### config.mk
export PLATFORM = sky130hd
export DESIGN_NAME = psg_register_file
export DESIGN_NICKNAME = d
export VERILOG_FILES = /design/src/rtl/psg_register_file.sv
export SDC_FILE = /design/constraint.sdc
export NUM_CORES = 1
export LEC_CHECK = 0
export CORE_ASPECT_RATIO = 0.6
export CORE_MARGIN = 1.5
export CORE_UTILIZATION = 30
export DETAILED_ROUTE_END_ITERATION = 16
export SETUP_SLACK_MARGIN = 0.1
export SKIP_CTS_REPAIR_TIMING = 1
export SLEW_MARGIN = 15
export SYNTH_ARGS = -nofsm -noshare
export SYNTH_HDL_FRONTEND = slang
export SYNTH_SLANG_ARGS = --single-unit
### constraint.sdc
create_clock -name clk -period 4.75 [get_ports clk]
set_clock_uncertainty 0.1 [all_clocks]
set_input_delay 1.425 -clock clk [delete_from_list [all_inputs] [get_ports clk]]
set_output_delay 1.425 -clock clk [all_outputs]
set_load 0.05 [all_outputs]
### src/rtl/psg_register_file.sv
// SN76489-style PSG write port: latch/data byte decoding, sound register
// storage and the READY busy window that follows every accepted write.
module psg_register_file #(
    parameter int WRITE_CYCLES = 32,
    parameter int CONTROL_BITS = 4,
    parameter int TONE_BITS    = 10
) (
    input  logic                    clk,
    input  logic                    rst_n,
    input  logic                    wr_en,
    input  logic [7:0]              data,
    output logic                    ready,
    output logic [TONE_BITS-1:0]    tone0,
    output logic [TONE_BITS-1:0]    tone1,
    output logic [TONE_BITS-1:0]    tone2,
    output logic [2:0]              noise_control,
    output logic                    noise_reset,
    output logic [CONTROL_BITS-1:0] attenuation0,
    output logic [CONTROL_BITS-1:0] attenuation1,
    output logic [CONTROL_BITS-1:0] attenuation2,
    output logic [CONTROL_BITS-1:0] attenuation3
);

    localparam int CW = (WRITE_CYCLES > 0) ? $clog2(WRITE_CYCLES + 1) : 1;

    logic [1:0]              r_ch;
    logic                    r_type;
    logic [CW-1:0]           r_cnt;
    logic                    r_ready;
    logic [TONE_BITS-1:0]    r_tone [3];
    logic [CONTROL_BITS-1:0] r_att  [4];
    logic [2:0]              r_noise;
    logic                    r_nrst;

    logic       w_accept;
    logic       w_latch;
    logic [1:0] w_ch;
    logic       w_type;

    assign w_accept = wr_en & r_ready;
    assign w_latch  = data[7];
    // A latch byte retargets immediately, so its low nibble goes to the new register
    assign w_ch     = w_latch ? data[6:5] : r_ch;
    assign w_type   = w_latch ? data[4]   : r_type;

    always_ff @(posedge clk or negedge rst_n) begin
        if (!rst_n) begin
            r_ch    <= 2'd0;
            r_type  <= 1'b0;
            r_noise <= 3'd0;
            r_nrst  <= 1'b0;
            for (int i = 0; i < 3; i++) r_tone[i] <= '0;
            for (int i = 0; i < 4; i++) r_att[i]  <= '1;
        end else begin
            r_nrst <= 1'b0;
            if (w_accept) begin
                if (w_latch) begin
                    r_ch   <= data[6:5];
                    r_type <= data[4];
                end
                if (w_type) begin
                    r_att[w_ch] <= CONTROL_BITS'(data[3:0]);
                end else if (w_ch == 2'd3) begin
                    r_noise <= data[2:0];
                    r_nrst  <= 1'b1;
                end else if (w_latch) begin
                    r_tone[w_ch][3:0] <= data[3:0];
                end else begin
                    r_tone[w_ch][TONE_BITS-1:4] <= (TONE_BITS-4)'(data[5:0]);
                end
            end
        end
    end

    always_ff @(posedge clk or negedge rst_n) begin
        if (!rst_n) begin
            r_cnt   <= '0;
            r_ready <= 1'b1;
        end else if (w_accept && WRITE_CYCLES > 0) begin
            r_cnt   <= CW'(WRITE_CYCLES);
            r_ready <= 1'b0;
        end else if (r_cnt != '0) begin
            r_cnt   <= r_cnt - CW'(1);
            r_ready <= (r_cnt == CW'(1));
        end
    end

    assign ready         = r_ready;
    assign tone0         = r_tone[0];
    assign tone1         = r_tone[1];
    assign tone2         = r_tone[2];
    assign noise_control = r_noise;
    assign noise_reset   = r_nrst;
    assign attenuation0  = r_att[0];
    assign attenuation1  = r_att[1];
    assign attenuation2  = r_att[2];
    assign attenuation3  = r_att[3];

endmodule

=== Word-level counts from Yosys, hierarchy flattened ===
Cells that the tools add are included.

* Bits in registers: 60
* Input bits: 11
* Output and inout bits: 51
* Logic and storage cells: 47

* Add/subtract/negate cells: 1
* Magnitude comparators: 2
* Equal/unequal tests: 2
* Muxes and demuxes: 19
* Bitwise logic cells: 4
* Reductions and logical operators: 6

{| class="wikitable"
|+ Operator list
! operator !! number
|-
| $bwmux W30 || 2
|-
| $demux W10 S2 || 2
|-
| $mux W30 || 1
|-
| $bwmux W16 || 1
|-
| $mux W6 || 2
|-
| $mux W10 || 1
|-
| $demux W4 S2 || 1
|-
| $mux W4 || 2
|-
| $eq A6 B1 Y1 const B || 1
|-
| $mux W1 || 6
|-
| $reduce_and A3 Y1 || 2
|-
| $reduce_bool A6 Y1 || 1
|-
| $sub A6 B1 Y6 const B || 1
|-
| $ge A3 B3 Y1 const B || 1
|-
| $lt A3 B1 Y1 const B || 1
|-
| $not A2 Y3 || 1
|-
| $eq A2 B2 Y1 const B || 1
|-
| $mux W2 || 1
|-
| $not A1 Y1 || 2
|-
| $reduce_and A2 Y1 || 1
|-
| $reduce_bool A2 Y1 || 1
|-
| $and A1 B1 Y1 || 1
|-
| $logic_and A1 B1 Y1 || 1
|}

=== Longest topological paths before layout ===
* Depth after elaboration: 8
* Depth in mapped cells: 6
* Gate-level depth less buffers: 5

=== Worst setup path after synthesis ===
OpenSTA, ideal clock, no wires.

* Path kind: input to register
* Start: in data[7]
* End: reg r_tone (netlist bit tone2[0])
* Library setup time: 125 ps
* Arrival time: 2492 ps
* Data required time: 4525 ps
* Slack: 2034 ps
* Stages: 4
* Path buffers: 1
* Path through: buf_6 -> mux2_2 -> nor3_4 -> mux2_2

* Cells in the longest elaborated chain, start to end: 8

{| class="wikitable"
|+ Ends and longest elaborated chain
! element !! line !! RTL
|-
| from (decl) || 11 || <nowiki>input logic [7:0] data,</nowiki>
|-
| $mux W2 || - ||
|-
| $not A2 Y3 (not written as such) || 67, 69 ||
|-
| $ge A3 B3 Y1 (not written as such) or $lt A3 B1 Y1 (tied branches) || 67 || <nowiki>r_tone[w_ch][3:0] <= data[3:0];</nowiki>
|-
| $logic_and A1 B1 Y1 (not written as such) || 67 ||
|-
| $mux W4 (not written as such) || 67 ||
|-
| $demux W10 S2 || 67 ||
|-
| $bwmux W30 || 67 ||
|-
| $mux W30 || 66 || <nowiki>end else if (w_latch) begin</nowiki>
|-
| to (signal, indexed assignment) || 67 ||
|-
| to (signal, indexed assignment) || 69 || <nowiki>r_tone[w_ch][TONE_BITS-1:4] <= (TONE_BITS-4)'(data[5:0]);</nowiki>
|-
| to (decl) || 30 || <nowiki>logic [TONE_BITS-1:0] r_tone [3];</nowiki>
|}

Parallel ways exist; a longest one is shown, timed or not.
A chain may end at the register's enable or synchronous reset.

=== Worst setup path after layout ===
* Start: in data[7]
* End: reg r_tone (netlist bit tone2[6])

* Cells in the longest elaborated chain, start to end: 8

{| class="wikitable"
|+ Ends and longest elaborated chain
! element !! line
|-
| $mux W2 || -
|-
| $not A2 Y3 (not written as such) || 67, 69
|-
| $ge A3 B3 Y1 (not written as such) or $lt A3 B1 Y1 (tied branches) || 69
|-
| $logic_and A1 B1 Y1 (not written as such) || 69
|-
| $mux W10 (not written as such) || 69
|-
| $demux W10 S2 || 69
|-
| $bwmux W30 || 69
|-
| $mux W30 || 66
|}

Parallel ways exist; a longest one is shown, timed or not.

==> impl_metrics.yaml <==
outcome:
  status: "finished clean"
synthesis:
  yosysWarnings: 0
  synth-seq-cells: 60
  syn_nets: 191
  synth.area.top_cells: "dfrtp_1 41%, mux2_2 22%, dfstp_2 17%"
  synth_cell_type_count: 38
  synthCells: 178
  synth_top_area_share_pct: 41.3
  avgSynthCellArea_um2: 14.6
  yosys.area.top_type: "dfrtp_1"
  synthesis.area_um2: 2610
  ys_seq_area_share_pct: 58.4
critical_path:
  r2r_end: "attenuation3[2]"
  cp-start-kind: "input port"
  critPathCaptureType: "flip-flop"
  r2r_cells: 3
  path_max_fanout: 13
  r2r_start: "ready"
  reg2reg_slack_ns: 2.69
  arrival_ns: 3.51
  worstPathRequired_ns: 4.86
  path_class: "input port to flip-flop"
pwr:
  p_clk_share_pct: 52.5
  p_int_mw: 0.918
  switchingPower_mw: 0.243
  p_comb_share_pct: 3.4
  swShare_pct: 20.9
  leakage_nw: 1.55
  seqPwrFrac_pct: 44.1
  powerDensity_nw_per_um2: 322
  power.total_mw: 1.16
  ir_drop_mv: 0.137
cells_and_area:
  final_nets: 256
  final_core_util_pct: 42.6
  drive_gt1_share_pct: 37.9
  area_delta_synth_final_pct: 38.3
  finish.instance_area_um2: 3600
  n_antenna_cell: 0
  fill_cells: 811
clocking:
  cts_made_buffers: 9
  h-tree-depth: 3
  cts_root_buffer: "clkbuf_16"
  insertion_delay_ns: 0.33
  cts_tree: "built"
  clk_path_buf_depth: 2
  clkTransAtPathRegs_ns: 0.05
  cts_sinks: 60
hold_path:
  min_from: "noise_control[2]"
  min_to: "noise_control[2]"
  hold-path-cell-count: 1
  hold_path_class: "flip-flop to flip-flop"
detailed_routing:
  drtIter0Drc: 104
  num_vias: 1676
  first_pass_iters: 4
  wirelength_mm: 6.05
  ant_nets: 0
  drc: 0
  via_per_inst: 4.66
  wl_per_cell_um: 16.8
floorplan:
  chipWidth_um: 123
  start_util_pct: 30.8
  io_pins: 62
  coreArea_um2: 8460
  num_rows: 26
  die_area_um2: 9270
  fp.dieH_um: 75.2
flow_run:
  cap_violations: 0
sta:
  tns_ns: 0
  fin_crit_sh_pct: 71.6
  fin_crit_ns: 3.40
  worst_pin_slew_ns: 0.687
  max_freq_mhz: 294
  hold_viol_final: 0
  maxSlewViolCount: 0
  slew_headroom_pct: 53.8
  rsz0062_at_grt: "no"
  setup_viol_count_final: 0
place:
  placed_cell_area_um2: 3320
  place_congestion: 0.779
  portBuffers: 61
  dpl.hpwl_mm: 4.14
global_routing:
  grt_pass1_wl_mm: 9.43
  grt.overflow.total: 0
  grt_pass1_vias: 1637
  track_usage_pct: 14.6
  grt_antenna_before_repair: 0
  grt_max_degree: 32
-- cell families after synthesis --
kind of cell | synth area share (%)
adders and majority gates | 0.960
and+or+nand+nor | 9.55
AOI/OAI and AO/OA | 4.70
buffers and inverters | 1.82
muxes | 24.5
DFF | 58.4
-- final cells by class --
| class | instances | area (µm²) | share of cell area (%) |
|---|---|---|---|
| clock buffers | 14 | 274 | 7.60 |
| multi-input cells | 108 | 1040 | 28.7 |
| repair buffers | 62 | 613 | 17.0 |
| inverters | 2 | 7.51 | 0.208 |
| flip-flops and latches | 60 | 1520 | 42.3 |
| clock inverters | 2 | 10.0 | 0.278 |
| well taps | 112 | 140 | 3.89 |
-- per-layer routing --
layer | track usage (%) | vias up | wire length [µm]
met5 | 0 | - | 0
met4 | 4.98 | 0 | 78
met3 | 6.97 | 10 | 498
met2 | 17.5 | 59 | 2250
met1 | 22.1 | 839 | 3220
li1 | - | 768 | -
-- cells in the mapped netlist (all sizes together) --
cell / number
a211o: 1
and2: 1
mux2i: 4
clkbuf: 4
or3: 1
nor2b: 1
nor4: 2
a21oi: 5
nand4: 2
or3b: 2
a21boi: 1
nor4b: 1
a211oi: 3
ha: 2
buf: 4
nor2: 7
mux2: 51
dfrtp: 43
a21o: 1
a32o: 1
nand4b: 2
nor3b: 1
nor3: 2
o21ai: 2
nand3b: 3
inv: 2
nand2: 7
nand3: 3
nand2b: 1
dfstp: 17
a311oi: 1
-- layout by cell type (no fill, tap or decap), types with 2 or more instances in the layout --
master and n:
mux2i_4 2, mux2_2 51, clkbuf_8 3, o21ai_0 2, clkinv_2 2, nand4_1 2, nand2_1 7, clkdlybuf4s50_1 60
nand4b_1 2, ha_1 2, mux2i_1 2, clkbuf_1 2, a21oi_1 5, clkbuf_16 9, dfrtp_1 43, nor2_1 7
nand3_1 3, nand3b_1 3, inv_1 2, a211oi_2 2, dfstp_2 17
-- worst max path at each step --
stage                  from  endpoint  slack (ns)  cells past startpoint
global placement    data[7]  tone2[5]        1.08                      4
finish              data[7]  tone2[6]        1.35                      4
CTS                 data[7]  tone2[6]        1.36                      4
global route        data[7]  tone2[4]        1.20                      4
floorplan           data[7]  tone2[0]        2.03                      4
detailed placement  data[7]  tone2[9]        1.02                      4
-- stage by stage --
step | instances | setup WS [ns] | hold WS, ns
after floorplan | 178 | 2.03 | 0.419
after global placement | 344 | 1.08 | 0.391
after detailed placement | 344 | 1.02 | 0.396
after CTS | 360 | 1.36 | 0.408
after global routing | 360 | 1.20 | 0.424
final | 360 | 1.35 | 0.402
-- sequential cells by signal, indices dropped and copies added (netlist names) --
| name | cells |
|---|---|
| tone0 | 10 |
| tone1 | 10 |
| tone2 | 10 |
| r_cnt | 6 |
| attenuation0 | 4 |
| attenuation1 | 4 |
| attenuation2 | 4 |
| attenuation3 | 4 |
| noise_control | 3 |
| r_ch | 2 |
| noise_reset | 1 |
| r_type | 1 |
| ready | 1 |
-- power by group through the flow --
| stage | clock network (mW) | registers [mW] | logic, mW |
|---|---|---|---|
| 2_1_floorplan | 0 | 0.521 | 0.0143 |
| 3_3_place_gp | 0 | 0.521 | 0.0403 |
| 3_5_place_dp | 0 | 0.521 | 0.0405 |
| 4_1_cts | 0.629 | 0.512 | 0.0408 |
| 5_1_grt | 0.656 | 0.512 | 0.0438 |
| 6_report | 0.609 | 0.513 | 0.0394 |
-- worst max-delay path: stages --
cell and delay, ns:
clkdlybuf4s50_1 0.84, mux2i_4 0.48, nand4_1 0.37, mux2_2 0.39
No activity file was read; power rests on OpenSTA's default activity.
